===== src/rtl/tempsense_pkg.sv =====
// Shared constants for the tempsense SAR controller: FSM state codes,
// DAC full-scale helpers and the conversion latency formula.
package tempsense_pkg;

  localparam logic [2:0] ST_IDLE       = 3'd0;
  localparam logic [2:0] ST_PRECHARGE  = 3'd1;
  localparam logic [2:0] ST_TRANSITION = 3'd2;
  localparam logic [2:0] ST_MEASURE    = 3'd3;
  localparam logic [2:0] ST_EVALUATE   = 3'd4;
  localparam logic [2:0] ST_ACCUM      = 3'd5;
  localparam logic [2:0] ST_DONE       = 3'd6;

  localparam int unsigned VMIN = 0;

  function automatic int unsigned vmax(input int unsigned n);
    return (1 << n) - 1;
  endfunction

  // Cycles from the IDLE cycle that samples i_start up to and
  // including the DONE cycle that carries o_valid.
  function automatic int unsigned conv_latency(
    input int unsigned n_vdac,
    input int unsigned avg_log2,
    input int unsigned n_settle
  );
    return 1 + (1 << avg_log2) * (n_vdac * (n_settle + 3) + 1) + 1;
  endfunction

endpackage


===== src/rtl/tempsense_cal_lut.sv =====
// Calibration LUT: serial word loader, auto-incrementing write pointer,
// 2**N_VDAC x N_VDAC RAM (not reset) and a combinational read port.
// Ports: clk, reset (sync, active-high); i_cal_dat/i_cal_shift shift a
// word in MSB first; i_cal_ld writes it to mem[wr_ptr] and advances the
// pointer; i_addr -> o_data is the lookup.
module tempsense_cal_lut
  import tempsense_pkg::*;
#(
  parameter int N_VDAC = 6
) (
  input  logic              clk,
  input  logic              reset,
  input  logic              i_cal_dat,
  input  logic              i_cal_shift,
  input  logic              i_cal_ld,
  input  logic [N_VDAC-1:0] i_addr,
  output logic [N_VDAC-1:0] o_data
);

  localparam int DEPTH = 1 << N_VDAC;

  logic [N_VDAC-1:0] r_word;
  logic [N_VDAC-1:0] r_wr_ptr;
  logic [N_VDAC-1:0] r_mem [DEPTH];

  always_ff @(posedge clk) begin
    if (reset) begin
      r_word   <= '0;
      r_wr_ptr <= '0;
    end else begin
      if (i_cal_shift)
        r_word <= {r_word[N_VDAC-2:0], i_cal_dat};
      if (i_cal_ld)
        r_wr_ptr <= r_wr_ptr + N_VDAC'(1);
    end
  end

  // A load in the same cycle as a shift stores the pre-shift word.
  always_ff @(posedge clk) begin
    if (i_cal_ld && !reset)
      r_mem[r_wr_ptr] <= r_word;
  end

  assign o_data = r_mem[i_addr];

endmodule


===== src/rtl/tempsense_sar_ctrl.sv =====
// Successive-approximation controller for the tempsense delay line.
// Runs N_VDAC binary-search trials per conversion, averages
// 2**AVG_LOG2 conversions and presents the result with a one-cycle
// o_valid pulse. Single-shot via i_start, continuous via i_cont.
// Ports: clk, reset (sync, active-high); i_start, i_cont, o_busy,
// o_valid, o_result (handshake/result); o_dac_data, o_dac_en,
// o_precharge_n, i_tempdelay (tempsense core); i_cal_dat, i_cal_shift,
// i_cal_ld (LUT loader, used only with TEMPSENSE_CAL_LUT_EN defined).
module tempsense_sar_ctrl
  import tempsense_pkg::*;
#(
  parameter int N_VDAC   = 6,
  parameter int AVG_LOG2 = 2,
  parameter int N_SETTLE = 1
) (
  input  logic              clk,
  input  logic              reset,
  input  logic              i_start,
  input  logic              i_cont,
  output logic              o_busy,
  output logic              o_valid,
  output logic [N_VDAC-1:0] o_result,
  output logic [N_VDAC-1:0] o_dac_data,
  output logic              o_dac_en,
  output logic              o_precharge_n,
  input  logic              i_tempdelay,
  input  logic              i_cal_dat,
  input  logic              i_cal_shift,
  input  logic              i_cal_ld
);

  localparam int AW = N_VDAC + AVG_LOG2;
  localparam int BW = (N_VDAC > 1) ? $clog2(N_VDAC) : 1;
  localparam int CW = (AVG_LOG2 > 0) ? AVG_LOG2 : 1;
  localparam int SW = $clog2(N_SETTLE + 1);

  localparam logic [N_VDAC-1:0] DAC_MAX = N_VDAC'(vmax(N_VDAC));
  localparam logic [N_VDAC-1:0] DAC_MIN = N_VDAC'(VMIN);
  localparam logic [N_VDAC-1:0] DAC_ONE = N_VDAC'(1);
  localparam logic [BW-1:0] BIT_TOP = BW'(N_VDAC - 1);
  localparam logic [CW-1:0] CNT_LAST = CW'((1 << AVG_LOG2) - 1);
  localparam logic [SW-1:0] SET_LAST = SW'(N_SETTLE - 1);

  logic [2:0]        r_state;
  logic [N_VDAC-1:0] r_trial;
  logic [BW-1:0]     r_bit;
  logic [CW-1:0]     r_cnt;
  logic [AW-1:0]     r_acc;
  logic [SW-1:0]     r_settle;
  logic [N_VDAC-1:0] r_result;
  logic              r_valid;

  logic [N_VDAC-1:0] w_probe;
  logic [AW-1:0]     w_acc_sum;
  logic [N_VDAC-1:0] w_avg;
  logic [N_VDAC-1:0] w_final;
  logic [N_VDAC-1:0] w_dac;
  logic              w_en;
  logic              w_pn;

  assign w_probe   = r_trial | (DAC_ONE << r_bit);
  assign w_acc_sum = r_acc + AW'(r_trial);
  assign w_avg     = w_acc_sum[AW-1:AVG_LOG2];

`ifdef TEMPSENSE_CAL_LUT_EN
  tempsense_cal_lut #(
    .N_VDAC(N_VDAC)
  ) u_cal_lut (
    .clk        (clk),
    .reset      (reset),
    .i_cal_dat  (i_cal_dat),
    .i_cal_shift(i_cal_shift),
    .i_cal_ld   (i_cal_ld),
    .i_addr     (w_avg),
    .o_data     (w_final)
  );
`else
  assign w_final = w_avg;
  logic w_unused_cal;
  assign w_unused_cal = &{1'b0, i_cal_dat, i_cal_shift, i_cal_ld};
`endif

  // o_result/o_valid are loaded on the ACCUM->DONE edge from the final
  // sum, so both are visible together during the DONE cycle.
  always_ff @(posedge clk) begin
    if (reset) begin
      r_state  <= ST_IDLE;
      r_trial  <= '0;
      r_bit    <= BIT_TOP;
      r_cnt    <= '0;
      r_acc    <= '0;
      r_settle <= '0;
      r_result <= '0;
      r_valid  <= 1'b0;
    end else begin
      r_valid <= 1'b0;
      unique case (r_state)
        ST_IDLE: begin
          if (i_start || i_cont) begin
            r_state <= ST_PRECHARGE;
            r_trial <= '0;
            r_bit   <= BIT_TOP;
            r_cnt   <= '0;
            r_acc   <= '0;
          end
        end
        ST_PRECHARGE: r_state <= ST_TRANSITION;
        ST_TRANSITION: begin
          r_state  <= ST_MEASURE;
          r_settle <= '0;
        end
        ST_MEASURE: begin
          if (r_settle == SET_LAST)
            r_state <= ST_EVALUATE;
          else
            r_settle <= r_settle + SW'(1);
        end
        ST_EVALUATE: begin
          // Delay line still fast enough: dac not above the threshold.
          r_trial[r_bit] <= ~i_tempdelay;
          if (r_bit == '0) begin
            r_state <= ST_ACCUM;
          end else begin
            r_bit   <= r_bit - BW'(1);
            r_state <= ST_PRECHARGE;
          end
        end
        ST_ACCUM: begin
          r_acc <= w_acc_sum;
          if (r_cnt == CNT_LAST) begin
            r_state  <= ST_DONE;
            r_result <= w_final;
            r_valid  <= 1'b1;
          end else begin
            r_cnt   <= r_cnt + CW'(1);
            r_trial <= '0;
            r_bit   <= BIT_TOP;
            r_state <= ST_PRECHARGE;
          end
        end
        ST_DONE: begin
          if (i_cont) begin
            r_state <= ST_PRECHARGE;
            r_trial <= '0;
            r_bit   <= BIT_TOP;
            r_cnt   <= '0;
            r_acc   <= '0;
          end else begin
            r_state <= ST_IDLE;
          end
        end
        default: r_state <= ST_IDLE;
      endcase
    end
  end

  always_comb begin
    w_dac = DAC_MAX;
    w_en  = 1'b1;
    w_pn  = 1'b0;
    unique case (1'b1)
      (r_state == ST_IDLE): w_en = 1'b0;
      (r_state == ST_TRANSITION): w_dac = DAC_MIN;
      (r_state == ST_MEASURE),
      (r_state == ST_EVALUATE): begin
        w_dac = w_probe;
        w_pn  = 1'b1;
      end
      default: ;
    endcase
  end

  assign o_busy        = (r_state != ST_IDLE);
  assign o_valid       = r_valid;
  assign o_result      = r_result;
  assign o_dac_data    = w_dac;
  assign o_dac_en      = w_en;
  assign o_precharge_n = w_pn;

endmodule


===== config.mk =====
export PLATFORM = sky130hd
export DESIGN_NAME = tempsense_sar_ctrl
export DESIGN_NICKNAME = d
export VERILOG_FILES = /design/src/rtl/tempsense_pkg.sv /design/src/rtl/tempsense_cal_lut.sv /design/src/rtl/tempsense_sar_ctrl.sv
export SDC_FILE = /design/constraint.sdc
export NUM_CORES = 1
export LEC_CHECK = 0
export ABC_AREA = 1
export BUFFER_PORTS_ARGS = -buffer_cell sky130_fd_sc_hd__clkbuf_2
export CAP_MARGIN = 5
export CORE_MARGIN = 2
export CORE_UTILIZATION = 50
export CTS_CLUSTER_SIZE = 8
export DETAILED_ROUTE_END_ITERATION = 8
export GPL_TIMING_DRIVEN = 1
export PLACE_DENSITY = 0.71
export SYNTH_ARGS = -nofsm -noshare
export SYNTH_HDL_FRONTEND = slang
export SYNTH_HIERARCHICAL = 1
export SYNTH_SLANG_ARGS = --single-unit

===== constraint.sdc =====
create_clock -name clk -period 2.8 [get_ports clk]
set_input_delay 0.56 -clock clk [delete_from_list [all_inputs] [get_ports clk]]
set_output_delay 0.56 -clock clk [all_outputs]
set_load 0.02 [all_outputs]

==> flow_metrics.env <==
export IMPL_cts_buffer_depth=2
export IMPL_worst_slew_pin_slew_ps=401
export IMPL_synth_cells=268
export IMPL_seqPwrFrac=0.417
export IMPL_synthTopCellsByArea="dfxtp_1 (31%), nand2_1 (13%), ha_1 (8.0%), a21oi_1 (7.7%), nand3_1 (6.9%)"
export IMPL_post_synth_top_count_cell="nand2_1"
export IMPL_area_growth_pct=10.2
export IMPL_power_density_nw_per_um2=513
export IMPL_n_antenna_cell=0
export IMPL_maxCapViolCount=0
export IMPL_yosys_area_top_type="dfxtp_1"
export IMPL_timing_fmax_mhz=434
export IMPL_synth_net_count=289
export IMPL_rows=22
export IMPL_crit_type="reg2out"
export IMPL_yosysWarnings=6
export IMPL_vias=1693
export IMPL_cts_sinks=29
export IMPL_p_sw_frac=0.361
export IMPL_synth_avg_cell_area_um2=7.05
export IMPL_critPathMaxFanout=11
export IMPL_cts_tree="yes"
export IMPL_wl_per_cell_um=11.4
export IMPL_p_leak_nw=0.982
export IMPL_met2_length_um=1680
export IMPL_startpoint_type="flop"
export IMPL_synth_common_cells="nand2_1 (65), a21oi_1 (29), dfxtp_1 (29), inv_1 (27), nand3_1 (26)"
export IMPL_fin_tns_setup_ps=0
export IMPL_dp_hpwl_um=2800
export IMPL_cts_resized=0
export IMPL_core_area_um2=3630
export IMPL_combPwrFrac=0.250
export IMPL_hold_viol=0
export IMPL_die_w_um=65.5
export IMPL_routed_wl_met3_um=114
export IMPL_overflow=0
export IMPL_syn_cell_area_um2=1890
export IMPL_clock_power_share=0.333
export IMPL_ys_types=33
export IMPL_async_flop_share=0
export IMPL_ys_flop_type="dfxtp_1"
export IMPL_gp_congestion=0.853
export IMPL_period_needed_ps=2310
export IMPL_slew_limit_headroom=0.733
export IMPL_cp_data_arrival_time_ps=1750
export IMPL_clk_pin_slew_ps=70
export IMPL_drv_slew=0
export IMPL_ant_nets=0
export IMPL_cts_made_buffers=5
export IMPL_internal_power_mw=0.682
export IMPL_h_tree_depth=2
export IMPL_ys_ff_latch=29
export IMPL_start_util=0.520
export IMPL_report_final_setup_viol=0
export IMPL_drt_initial_drc_count=56
export IMPL_grt_max_degree=20
export IMPL_grtUsageTotal=0.201
export IMPL_hp_class="reg2reg"
export IMPL_viasPerCell=5.04
export IMPL_wl_met1_um=2000
export IMPL_final_area_um2=2080
export IMPL_antenna_found_initial=0
export IMPL_period_share=0.823
export IMPL_outcome="completed"
export IMPL_fin_nets=308
export IMPL_p_sw_mw=0.386
export IMPL_synth_edf_count=0
export IMPL_die_area_um2=4280
export IMPL_clk_latency_ps=290
export IMPL_drtPass1Iterations=4
export IMPL_seq_area_frac_synth=0.307
export IMPL_grt_pass1_vias=1495
export IMPL_finalWirelength_um=3840
export IMPL_placed_area_um2=1990
export IMPL_cts_setup_buffers=0
export IMPL_die_y_um=65.5
export IMPL_hold_buffers=0
export IMPL_clock_skew_ps=7.42
export IMPL_ir_drop_mv=0.309
export IMPL_synth_top_area_frac=0.307
export IMPL_grt_pass1_wl_um=6640
export IMPL_port_buffers=20
export IMPL_rsz0062_at_grt="no"
export IMPL_drive_gt1_frac=0.188
export IMPL_cp_end_kind="output port"
export IMPL_top_layer_used="met4"
export IMPL_cp_required_ps=2240
export IMPL_root_buffer="clkbuf_8"
export IMPL_drc=0
export IMPL_ioPinCount=24
==> worst max-delay path, cell delays in order, from the launching register on <==
cell      delay [ps]
dfxtp_1          300
buf_4            170
inv_1            230
ha_1             220
nand2_1           50
inv_1            120
nor2_1            60
o21ai_0          130
clkbuf_2         190
==> final cells by class <==
class	count	area [um^2]
fillers	387	1550
multi-input cells	195	1110
well taps	48	60.1
inverters	35	131
clock inverters	3	22.5
repair buffers	21	108
flip-flops and latches	29	581
clock buffers	5	68.8
==> per-stage QoR <==
stage / hold WS, ps / std cells / utilization / worst slack, ps / power (mW)
after global placement: 452 / 328 / 0.548 / 833 / 0.718
after floorplan: 432 / 268 / - / 765 / 0.663
final: 462 / 336 / 0.573 / 495 / 1.07
after CTS: 463 / 336 / 0.573 / 499 / 1.08
after detailed placement: 454 / 328 / 0.548 / 812 / 0.720
after global routing: 487 / 336 / 0.573 / 328 / 1.13
==> logic make-up (layout without fill, tap and decap cells) <==
| family | count (synthesis) | count (layout) | share of synthesized area |
|---|---|---|---|
| buffers and inverters | 44 | 64 | 0.105 |
| and+or+nand+nor | 131 | 131 | 0.348 |
| adders and majority gates | 13 | 13 | 0.0901 |
| DFF | 29 | 29 | 0.307 |
| xor gates and xnor gates | 3 | 3 | 0.0139 |
| AOI/OAI and AO/OA | 48 | 48 | 0.136 |
==> power groups by stage <==
stage               clock network, mW  logic, mW  registers [mW]
finish                          0.355      0.267           0.445
floorplan                           0      0.215           0.448
global route                    0.382      0.297           0.447
global placement                    0      0.263           0.454
detailed placement                  0      0.265           0.454
CTS                             0.364      0.267           0.445
==> final timing paths <==
check,startpoint,endpoint,slack [ps],depth (start not counted)
max,r_bit[0],o_dac_data[0],490,8
min,r_cnt[0],r_cnt[0],460,1
min reg2reg,r_cnt[0],r_cnt[0],460,1
max reg2reg,r_trial[0],o_result[4],1140,10
==> registers in the layout, indices dropped and copies added, names as in the netlist <==
signal / count
o_valid: 1
r_bit: 3
r_state: 3
r_acc: 8
o_result: 6
r_trial: 6
r_cnt: 2
==> layer usage <==
layer	vias up	global-route usage
met5	-	0
met4	0	0.0703
met3	4	0.0565
met2	19	0.324
met1	759	0.258
li1	911	-
==> cells in the final DEF (no fill, tap or decap) <==
cell / n
o211ai_1: 1
nand4_1: 6
inv_2: 8
clkinvlp_4: 3
o21ai_2: 1
nand3_2: 1
or2_2: 1
fa_1: 1
nand3b_1: 2
nor3_1: 1
xor2_1: 1
o21ai_0: 10
nor2_2: 1
buf_4: 1
dfxtp_1: 29
clkbuf_8: 5
o21bai_1: 1
nand3_4: 1
ha_1: 12
o21a_1: 3
inv_1: 27
o21ai_1: 3
nor2_8: 1
nand2_2: 3
xnor2_1: 2
nor2_1: 15
nor2_4: 7
nand2_4: 1
nand2_1: 65
nand3_1: 26
a21oi_1: 29
clkbuf_2: 20
Note: power is estimated with default switching activity, not from simulation.
